===== config.mk =====
export PLATFORM = sky130hd
export DESIGN_NAME = regfile_wb_scheduler
export DESIGN_NICKNAME = d
export VERILOG_FILES = /design/src/rtl/regfile_pkg.sv /design/src/rtl/rf_scoreboard.sv /design/src/rtl/regfile_wb_scheduler.sv
export SDC_FILE = /design/constraint.sdc
export NUM_CORES = 1
export LEC_CHECK = 0
export ABC_AREA = 1
export CORE_UTILIZATION = 44
export DETAILED_ROUTE_END_ITERATION = 12
export HOLD_SLACK_MARGIN = 0.12
export PLACE_DENSITY = 0.73
export SLEW_MARGIN = 25
export SYNTH_ARGS = -nofsm -noshare
export SYNTH_HDL_FRONTEND = slang
export SYNTH_SLANG_ARGS = --single-unit

===== constraint.sdc =====
create_clock -name clock -period 3.9 [get_ports clock]
set_clock_uncertainty 0.15 [all_clocks]
set_input_delay 0.585 -clock clock [delete_from_list [all_inputs] [get_ports clock]]
set_output_delay 0.585 -clock clock [all_outputs]
set_load 0.005 [all_outputs]

===== src/rtl/regfile_pkg.sv =====
// Shared types and constants for the register-file writeback scheduler.
package regfile_pkg;

   localparam int REG_AW = 5;

   localparam logic [REG_AW-1:0] R31 = 5'd31;
   localparam logic [REG_AW-1:0] XP  = 5'd30;
   localparam logic [REG_AW-1:0] SP  = 5'd29;
   localparam logic [REG_AW-1:0] LP  = 5'd28;
   localparam logic [REG_AW-1:0] BP  = 5'd27;

   typedef enum logic {
      NORMAL,
      DRAIN
   } arb_state_t;

   typedef enum logic [1:0] {
      G_NONE,
      G_SKID,
      G_MEM,
      G_ALU
   } grant_t;

endpackage


===== src/rtl/rf_scoreboard.sv =====
// Busy-bit scoreboard for outstanding loads. r31 is hard-wired not busy.
import regfile_pkg::*;

module rf_scoreboard (
   input  logic              clock,
   input  logic              reset,
   input  logic              set_en,
   input  logic [REG_AW-1:0] set_addr,
   input  logic              clr_en,
   input  logic [REG_AW-1:0] clr_addr,
   input  logic [REG_AW-1:0] look_ra,
   input  logic [REG_AW-1:0] look_rb,
   input  logic [REG_AW-1:0] look_rd,
   output logic              busy_ra,
   output logic              busy_rb,
   output logic              busy_rd
);

   logic [30:0] busy_q;
   logic [31:0] busy_ext;

   // Clear is applied before set so a clear and a set in one cycle both land.
   always_ff @(posedge clock) begin
      if (reset) begin
         busy_q <= '0;
      end else begin
         if (clr_en && clr_addr != R31) busy_q[clr_addr] <= 1'b0;
         if (set_en && set_addr != R31) busy_q[set_addr] <= 1'b1;
      end
   end

   // Lookups see only the registered vector; no same-cycle clear bypass.
   always_comb begin
      busy_ext = {1'b0, busy_q};
      busy_ra  = busy_ext[look_ra];
      busy_rb  = busy_ext[look_rb];
      busy_rd  = busy_ext[look_rd];
   end

endmodule


===== src/rtl/regfile_wb_scheduler.sv =====
// Register-file write-port arbiter (skid / forced mem / ALU / mem) with
// load-use interlock.
//
// state  | meaning
// NORMAL | skid empty, normal priority arbitration
// DRAIN  | skid full, alu_stall high, skid entry written this cycle
import regfile_pkg::*;

module regfile_wb_scheduler #(
   parameter int DW           = 32,
   parameter int STARVE_LIMIT = 4
) (
   input  logic              clock,
   input  logic              reset,
   input  logic              issue_valid,
   input  logic [REG_AW-1:0] issue_ra,
   input  logic [REG_AW-1:0] issue_rb,
   input  logic [REG_AW-1:0] issue_rd,
   input  logic              issue_we,
   input  logic              issue_long,
   output logic              issue_stall,
   input  logic              alu_wb_valid,
   input  logic [REG_AW-1:0] alu_wb_addr,
   input  logic [DW-1:0]     alu_wb_data,
   output logic              alu_stall,
   input  logic              mem_wb_valid,
   input  logic [REG_AW-1:0] mem_wb_addr,
   input  logic [DW-1:0]     mem_wb_data,
   output logic              mem_wb_ready,
   output logic              rf_we,
   output logic [REG_AW-1:0] rf_wa,
   output logic [DW-1:0]     rf_wdata
);

   localparam int SCW = 4;

   arb_state_t        state_q, state_d;
   grant_t            grant;
   logic              capture_skid;
   logic [SCW-1:0]    starve_cnt;
   logic              starve_max;
   logic [REG_AW-1:0] skid_addr;
   logic [DW-1:0]     skid_data;
   logic [REG_AW-1:0] wb_addr;
   logic [DW-1:0]     wb_data;
   logic              rf_from_mem;
   logic              busy_ra, busy_rb, busy_rd;

   assign starve_max   = (starve_cnt == SCW'(STARVE_LIMIT));
   assign alu_stall    = (state_q == DRAIN);
   assign mem_wb_ready = (grant == G_MEM);
   assign issue_stall  = issue_valid & (busy_ra | busy_rb | (issue_we & busy_rd));

   rf_scoreboard u_sb (
      .clock    (clock),
      .reset    (reset),
      .set_en   (issue_valid & ~issue_stall & issue_we & issue_long),
      .set_addr (issue_rd),
      .clr_en   (rf_we & rf_from_mem),
      .clr_addr (rf_wa),
      .look_ra  (issue_ra),
      .look_rb  (issue_rb),
      .look_rd  (issue_rd),
      .busy_ra  (busy_ra),
      .busy_rb  (busy_rb),
      .busy_rd  (busy_rd)
   );

   // Arbiter state register.
   always_ff @(posedge clock) begin
      if (reset) state_q <= NORMAL;
      else       state_q <= state_d;
   end

   // Grant selection and next state; nothing is granted while in reset.
   always_comb begin
      grant        = G_NONE;
      state_d      = state_q;
      capture_skid = 1'b0;
      if (!reset) begin
         unique case (state_q)
            DRAIN: begin
               grant   = G_SKID;
               state_d = NORMAL;
            end
            default: begin
               if (mem_wb_valid && starve_max) begin
                  grant = G_MEM;
                  if (alu_wb_valid) begin
                     capture_skid = 1'b1;
                     state_d      = DRAIN;
                  end
               end else if (alu_wb_valid) begin
                  grant = G_ALU;
               end else if (mem_wb_valid) begin
                  grant = G_MEM;
               end
            end
         endcase
      end
   end

   // Write-port source mux.
   always_comb begin
      wb_addr = '0;
      wb_data = '0;
      unique case (grant)
         G_SKID:  begin wb_addr = skid_addr;   wb_data = skid_data;   end
         G_MEM:   begin wb_addr = mem_wb_addr; wb_data = mem_wb_data; end
         G_ALU:   begin wb_addr = alu_wb_addr; wb_data = alu_wb_data; end
         default: begin wb_addr = '0;          wb_data = '0;          end
      endcase
   end

   // Skid buffer holds the ALU request that collided with a forced mem grant.
   always_ff @(posedge clock) begin
      if (reset) begin
         skid_addr <= '0;
         skid_data <= '0;
      end else if (capture_skid) begin
         skid_addr <= alu_wb_addr;
         skid_data <= alu_wb_data;
      end
   end

   // Memory starvation counter, saturating at the force-grant threshold.
   always_ff @(posedge clock) begin
      if (reset)                             starve_cnt <= '0;
      else if (!mem_wb_valid || mem_wb_ready) starve_cnt <= '0;
      else if (!starve_max)                  starve_cnt <= starve_cnt + 1'b1;
   end

   // Registered write port; r31 writes are consumed but never enabled.
   always_ff @(posedge clock) begin
      if (reset) begin
         rf_we       <= 1'b0;
         rf_wa       <= '0;
         rf_wdata    <= '0;
         rf_from_mem <= 1'b0;
      end else begin
         rf_we       <= (grant != G_NONE) && (wb_addr != R31);
         rf_from_mem <= (grant == G_MEM);
         if (grant != G_NONE) begin
            rf_wa    <= wb_addr;
            rf_wdata <= wb_data;
         end
      end
   end

endmodule


=== Word-level counts from Yosys, hierarchy flattened ===
Cells that the tools add are included.

* Mux-type cells: 24
* Add/subtract/negate cells: 1
* Bitwise gates (word level): 12
* Equality and inequality tests: 7
* Reductions and logical operators: 10
* Order comparisons: 6

{| class="wikitable"
|+ Operators by type and width
! cell !! number
|-
| 32-bit one-hot mux with 3 select lines || 1
|-
| 31-bit 2-to-1 mux || 3
|-
| 31-bit bitwise AND || 1
|-
| 31-bit inverter || 1
|-
| 31-bit bitwise OR || 1
|-
| 5-bit by 6-bit < comparator with 1-bit output (second input constant) || 4
|-
| 1-bit binary-select mux with 5-bit select || 3
|-
| 5-bit != test (second input constant) || 3
|-
| 5-bit one-hot mux with 3 select lines || 1
|-
| 1-bit demux with 5-bit select || 2
|-
| 5-bit by 1-bit >= comparator with 1-bit output (second input constant) || 2
|-
| 2-bit 2-to-1 mux || 5
|-
| 1-bit 2-to-1 mux || 9
|-
| 1-bit bitwise AND || 6
|-
| 1-bit logical AND || 6
|-
| 4-bit by 1-bit adder with 4-bit output (second input constant) || 1
|-
| 2-bit == test (second input constant) || 2
|-
| 4-bit by 3-bit == test with 1-bit output (second input constant) || 1
|-
| 2-bit by 1-bit == test with 1-bit output (second input constant) || 1
|-
| 1-bit bitwise OR || 2
|-
| 2-bit nonzero test || 1
|-
| 2-bit OR reduction || 1
|-
| 1-bit zero test || 1
|-
| 1-bit logical OR || 1
|-
| 1-bit inverter || 1
|}

* Flip-flop bits (word level): 112
* Logic and storage cells: 69

=== Logic depth before layout (Yosys ltp) ===
* Depth after elaboration: 11
* Depth in mapped cells: 15
* Depth with buffers taken out: 12

=== Hierarchy ===
Synthesis repeated with hierarchy kept, for this count alone.

* Cells, all modules: 960
* Area, all modules: 6064.6 µm²

{| class="wikitable"
|+ Modules (own cells, without submodules)
! module !! instances !! area an instance (µm²) !! sequential area each (µm²) !! cells each
|-
| regfile_wb_scheduler || 1 || 3646.0 || 1621.6 || 543
|-
| rf_scoreboard || 1 || 2418.6 || 620.6 || 417
|}

=== Worst setup path before layout ===
Ideal clock, no wire load.

* Kind: input to output
* Start: in issue_rd[0]
* End: out issue_stall
* Slack: 1.570 ns
* Arrival time: 1.595 ns
* Buffers on the path: 2
* Data required time: 3.165 ns
* Stages on the path: 11
* Cell sequence: buf_4 > buf_6 > o21ai_0 > nand2_1 > nand2_1 > nand2_1 > nand2_1 > nor2_1 > a21oi_2 > o21ai_0 > inv_1

* Longest elaborated chain between the ends: 5

{| class="wikitable"
|+ RTL lines
! element !! line !! source
|-
| start: declaration || regfile_wb_scheduler.sv:18 || <nowiki>input logic [REG_AW-1:0] issue_rd,</nowiki>
|-
| 1-bit binary-select mux with 5-bit select || rf_scoreboard.sv:37 || <nowiki>busy_rd = busy_ext[look_rd];</nowiki>
|-
| 1-bit 2-to-1 mux (implied by the code) || rf_scoreboard.sv:37 ||
|-
| 1-bit bitwise AND || regfile_wb_scheduler.sv:52 || <nowiki>assign issue_stall = issue_valid & (busy_ra | busy_rb | (issue_we & busy_rd));</nowiki>
|-
| 1-bit bitwise OR || regfile_wb_scheduler.sv:52 ||
|-
| 1-bit bitwise AND || regfile_wb_scheduler.sv:52 ||
|-
| end: declaration || regfile_wb_scheduler.sv:21 || <nowiki>output logic issue_stall,</nowiki>
|}

No other way between the ends. The select of a mux whose other input is x is not followed.

=== Worst setup path after layout ===
* Start: in issue_rd[2]
* End: out issue_stall

The elaborated chain is that of the path after synthesis.

==> flow_metrics.py <==
metrics = {
    "global_route": {
        "grt_pass1_wl_um": 29060,
        "antenna_found_initial": 0,
        "overflow": 0,
        "grt_pass1_vias": 5761,
        "grt_max_degree": 71,
        "busiest_layer": "met2",
        "use_met2": 0.3998,
        "track_usage": 0.2540,
        "grt_use_met3": 0.07736,
        "grtUsageMet1": 0.3274,
    },
    "worst_setup_path": {
        "path_cells": "clkdlybuf4s50_1 > inv_1 > nor3_1 > nand2_1 > nand2_1 > nor2_1 > a21oi_2 > o21ai_0 > inv_1 > clkdlybuf4s50_1",
        "end_kind": "output pin",
        "timing.rr.start": "starve_cnt[0]",
        "critPathMaxFanout": 5,
        "cp_slowest_stage_delay_ns": 0.54,
        "crit_start": "issue_rd[2]",
        "critPathRequiredTime_ns": 3.16,
        "worstSetupPathType": "in -> out",
        "start_kind": "primary input",
        "r2r_setup_slack_ns": 1.41,
        "arrival_ns": 2.66,
        "cp_slowest_cell": "clkdlybuf4s50_1",
    },
    "worst_hold_path": {
        "hp-start": "rf_wdata[26]",
        "hp-class": "reg -> reg",
    },
    "run": {
        "maxCapViolCount": 0,
    },
    "sta": {
        "holdWs_ns": 0.3146,
        "fin_setup_tns_ns": 0,
        "rsz0062_at_grt": "false",
        "slew-limit-headroom": 0.4619,
        "setup_viol": 0,
        "hold_viol": 0,
        "fin_crit_sh": 0.8714,
        "tightest_slew_ns": 0.8071,
        "fmax_ghz": 0.2943,
        "min_period_ns": 3.398,
        "finalMaxSlewViolations": 0,
    },
    "placed_design": {
        "globalplace.congestion": 0.9419,
        "dp_hpwl_um": 12660,
        "port_buffers": 136,
    },
    "synthesis": {
        "ys_warn_count": 0,
        "synth_top_area_frac": 0.3637,
        "syn_area_per_cell_um2": 6.636,
        "synth_flop_cell": "dfxtp_1",
        "synth_edf_count": 0,
        "syn_nets": 1027,
        "syn_area_um2": 6165,
        "yosysTopAreaCell": "dfxtp_1",
        "ys_seq_elements": 112,
        "synthCells": 929,
        "ys_types": 33,
        "async_reset_ff_frac": 0,
        "synth-seq-area-share": 0.3637,
        "synth.top_cells.by_area": "dfxtp_1 36%, nand2_1 15%, inv_1 7.9%",
    },
    "clock_tree": {
        "clk_pin_slew_ns": 0.07,
        "cts_setup_buffers": 0,
        "clock_path_buffers": 2,
        "cts_tree": "built",
        "root_buffer": "clkbuf_16",
        "holdBufCountCts": 0,
        "cts_buffers": 9,
        "cts_sinks": 112,
        "cts-resized-gates": 0,
        "clock_latency_ns": 0.35,
        "ctsHtreeMaxLevel": 3,
    },
    "route": {
        "drt_iter0_markers": 547,
        "ant_nets": 0,
        "vias_per_cell": 5.180,
        "num_vias": 6319,
        "drc": 0,
        "wl_per_cell_um": 14.71,
        "wirelength_um": 17940,
        "dr.pass1.iters": 5,
    },
    "layout": {
        "syn_to_final_growth_pct": 27.58,
        "n_antenna_cell": 0,
        "drive_gt1_frac": 0.06034,
        "nets": 1137,
        "nFillCells": 1333,
    },
    "power_and_ir_drop": {
        "p_leak_nw": 3.173,
        "powerDensity_nw_per_um2": 313.5,
        "ir_worst_vdd_uv": 316.7,
    },
    "floorplanning": {
        "core-area_um2": 13450,
        "die_area_um2": 14490,
        "io_pins": 137,
        "num_rows": 42,
        "die_width_um": 120.4,
        "initial_core_util": 0.4582,
        "dieHeight_um": 120.4,
    },
    "run_status": {
        "status": "finished clean",
    },
}
[registers in the layout (all words and copies together) (netlist names)]
register,flops
rf_wdata,32
alu_stall,1
rf_wa,5
skid_addr,5
skid_data,32
u_sb.busy_q,31
rf_from_mem,1
rf_we,1
starve_cnt,4
[cell usage in the layout, fill, tap and decap left out, drive strengths merged]
master	netlist	final
clkdlybuf4s50	0	135
o211ai	7	7
xnor2	1	1
nand2	250	250
clkinv	1	4
o31ai	10	10
inv	135	137
a31oi	3	3
clkbuf	19	11
nand4	3	3
nor2	91	91
nor3	15	15
nor3b	1	1
dfxtp	112	112
a211oi	36	36
nand3	94	94
o2111ai	23	23
a21oi	45	45
ha	2	2
and3	1	1
buf	32	15
a221oi	9	9
o21ai	39	39
[where the power goes]
| group | internal [mW] | switching, mW | leakage (nW) |
|---|---|---|---|
| registers | 1.17 | 0.0191 | 0.908 |
| clock network | 0.443 | 0.440 | 0.137 |
| logic | 0.190 | 0.204 | 2.13 |
| total | 1.80 | 0.663 | 3.17 |
[logic make-up after synthesis]
kind of cell,after synthesis,synth area share
AO/OA/AOI/OAI,172,0.1890
buffers and inverters,187,0.1295
AND/OR/NAND/NOR,455,0.3124
XOR/XNOR,1,0.001421
flip-flops,112,0.3637
adder cells (fa/ha/maj),2,0.004059
[final timing paths]
kind	to	cells past startpoint
worst max-delay path	issue_stall	10
worst min-delay path	rf_wdata[26]	2
worst max register to register	rf_we	13
worst min register to register	rf_wdata[26]	2
[stage by stage]
step                      setup WS, ns  cells  total power, mW  instance area [µm²]    util
after global placement          0.5330   1204            1.607                 7586  0.5639
final                           0.5017   1220            2.466                 7865  0.5846
after detailed placement        0.5085   1204            1.608                 7586  0.5639
after CTS                       0.4966   1220            2.487                 7860  0.5843
after global routing            0.3118   1220            2.574                 7865  0.5846
after floorplan                  1.570    929            1.414                 6165       -
[Yosys cell counts (2+ instances only)]
| cell | count |
|---|---|
| nand2_1 | 249 |
| inv_1 | 130 |
| dfxtp_1 | 112 |
| nor2_1 | 89 |
| nand3_1 | 84 |
| a211oi_1 | 36 |
| o21ai_0 | 36 |
| a21oi_1 | 34 |
| o2111ai_1 | 23 |
| buf_2 | 20 |
| clkbuf_1 | 19 |
| nor3_1 | 15 |
| a21oi_2 | 11 |
| nand3_2 | 10 |
| o31ai_1 | 10 |
| a221oi_1 | 9 |
| buf_6 | 8 |
| o211ai_1 | 7 |
| inv_2 | 5 |
| buf_4 | 3 |
| nand4_1 | 3 |
| o21ai_1 | 3 |
| a31oi_1 | 2 |
| ha_1 | 2 |
[final cells by class]
| class | count | area (µm²) | share of cell area |
|---|---|---|---|
| clock buffers | 11 | 232.7 | 0.02959 |
| well taps | 176 | 220.2 | 0.02800 |
| inverters | 136 | 510.5 | 0.06491 |
| clock inverters | 5 | 41.29 | 0.005250 |
| repair buffers | 150 | 1474 | 0.1874 |
| multi-input cells | 630 | 3144 | 0.3998 |
| flip-flops and latches | 112 | 2242 | 0.2851 |
[routing by layer]
metal  wire length, µm  share of wire
met5                 0              0
met4               529          0.029
met3              1498          0.083
met2              7858           0.44
met1              8057           0.45
[critical path, delay by kind of cell]
family | cells | cell delay, ns
compound gates | 2 | 0.30
simple gates | 4 | 0.59
buf+inv | 4 | 1.19
Power figures use the tool's default switching activity.
==> RTL edit (same flow settings) <==
`DW`: 32 -> 64.
--- a/src/rtl/regfile_wb_scheduler.sv
+++ b/src/rtl/regfile_wb_scheduler.sv
@@ -7,7 +7,7 @@
 import regfile_pkg::*;
 
 module regfile_wb_scheduler #(
-   parameter int DW           = 32,
+   parameter int DW           = 64,
    parameter int STARVE_LIMIT = 4
 ) (
    input  logic              clock,
Ports: changed (resized alu_wb_data, mem_wb_data and rf_wdata); port bits go from 137 to 233. The function was not compared with the original's and may differ.
==> RTL edit against the unedited design <==
Register-to-register slack lost 320 ps. Design area increased by 53%. Total power increased by 74%. Setup slack worse by 88 ps. Utilization increased by 1.2 points. Area after synthesis grew 47%. Combinational power up 59%. Global-route usage is 1.5 points higher. Routed wire length rose by 59%. Critical path depth grew 2. First-iteration DRC count grew 42%. Sequential cell count rose by 64.
==> RTL edit: results (changes against the unedited design) <==
[run_status]
outcome = complete, no violations

[finish]
layout-drive-gt1-share_pct = 6.78  ; +0.74 points
nets = 1669  ; +47%

[grt]
grt_pass1_wl_um = 45800  ; +58%
grt_max_degree = 80  ; +13%
grt_pass1_vias = 9046  ; +57%

[placement]
dpl.hpwl_um = 19700  ; +56%
gp_congestion = 0.944  ; +0.21%
place_area_mm2 = 0.0114  ; +51%

[power_and_ir_drop]
leakage_nw = 4.45  ; +40%

[synthesis]
ys_seq_area_share_pct = 39.0  ; +2.6 points
synth_nets = 1478  ; +44%
ys_top_cells_by_area = dfxtp_1, nand2_1, inv_1, nand3_1, o21ai_0
yosys-top-cells-count = nand2_1, dfxtp_1, inv_1

[sta]
maxSlewHeadroom_pct = 27.6  ; -19 points

[clock_tree]
cts_made_buffers = 17  ; +8
holdBufCountCts = 0  ; unchanged
clkLatencyLatePin_ps = 430  ; +80 ps
htreeDepth = 4  ; +1

[routing]
dr_total_vias = 9389  ; +49%
drt_iter0_drc = 775  ; +42%
wl_um = 28600  ; +59%

[hold_path]
min_to = skid_addr[3]
holdCritStartpoint = skid_addr[3]

[setup_path]
rr_worst_depth = 14  ; +1
cp_max_fo = 10  ; +5
reg2reg_to = rf_we
rrSetupSlack_ps = 1090  ; -320 ps

==> RTL edit: changes by cell type in the layout (fill, tap and decap cells not counted), sizes merged, moves of 13 or more <==
cell / change
nand2: +188
a41oi: +25
a211oi: -36
o2111ai: -18
o31ai: +42
dfxtp: +64
o21ai: +44
nor2: -13
o211ai: +32
clkdlybuf4s50: +96
inv: +40
==> RTL edit: worst max-delay path by stage <==
stage | from | end | slack, ps | depth (start not counted)
2_1_floorplan | issue_rd[0] | issue_stall | 1600 | 11
3_3_place_gp | issue_rd[1] | issue_stall | 450 | 12
3_5_place_dp | issue_rd[1] | issue_stall | 430 | 12
4_1_cts | issue_rd[1] | issue_stall | 420 | 12
5_1_grt | issue_rd[2] | issue_stall | 250 | 10
6_report | issue_rd[1] | issue_stall | 410 | 12
==> RTL edit: kinds of logic (layout without fill, tap and decap cells) <==
kind of cell / count (synthesis) / after routing / synth area share (%)
fa+ha+maj: 2 / 2 / 0.277
flops: 176 / 176 / 39.0
xor+xnor: 1 / 1 / 0.0969
compound gates: 256 / 256 / 19.7
buf+inv: 247 / 451 / 12.0
simple gates: 634 / 634 / 29.0
==> RTL edit: final cells by class <==
class,instances,area (um^2)
fillers,1905,8140
repair buffers,251,2470
inverters,168,636
clock inverters,15,190
multi-input cells,893,4450
well taps,270,338
flip-flops and latches,176,3520
clock buffers,17,425
==> RTL edit: routing by layer <==
layer  global-route usage, %  wire, um
met2                    45.6     13600
met4                    9.47       761
met3                    6.80      2030
met5                       0         0
met1                    33.1     12300
==> RTL edit: stage by stage <==
step / instances / util (%) / hold slack (ps) / setup WS [ps]
after floorplan: 1316 / - / 296 / 1600
after global placement: 1758 / 56.6 / 306 / 454
after detailed placement: 1758 / 56.6 / 312 / 429
after CTS: 1790 / 59.7 / 327 / 422
after global routing: 1790 / 59.7 / 340 / 253
final: 1790 / 59.7 / 322 / 414
==> RTL edit: critical path: stages <==
cell and delay [ps]:
clkdlybuf4s50_1 480, clkinv_1 240, nor2_1 250, nand2_1 70
nand3_1 70, nand2_1 60, nand2_1 80, nor2_1 50
a21oi_2 190, o21ai_0 110, inv_1 50, clkdlybuf4s50_1 500
==> RTL edit: where the power goes <==
group,switching [mW],internal (mW),leakage (nW)
Combinational,0.316,0.312,2.71
Clock,0.808,0.982,0.306
Sequential,0.0314,1.85,1.43
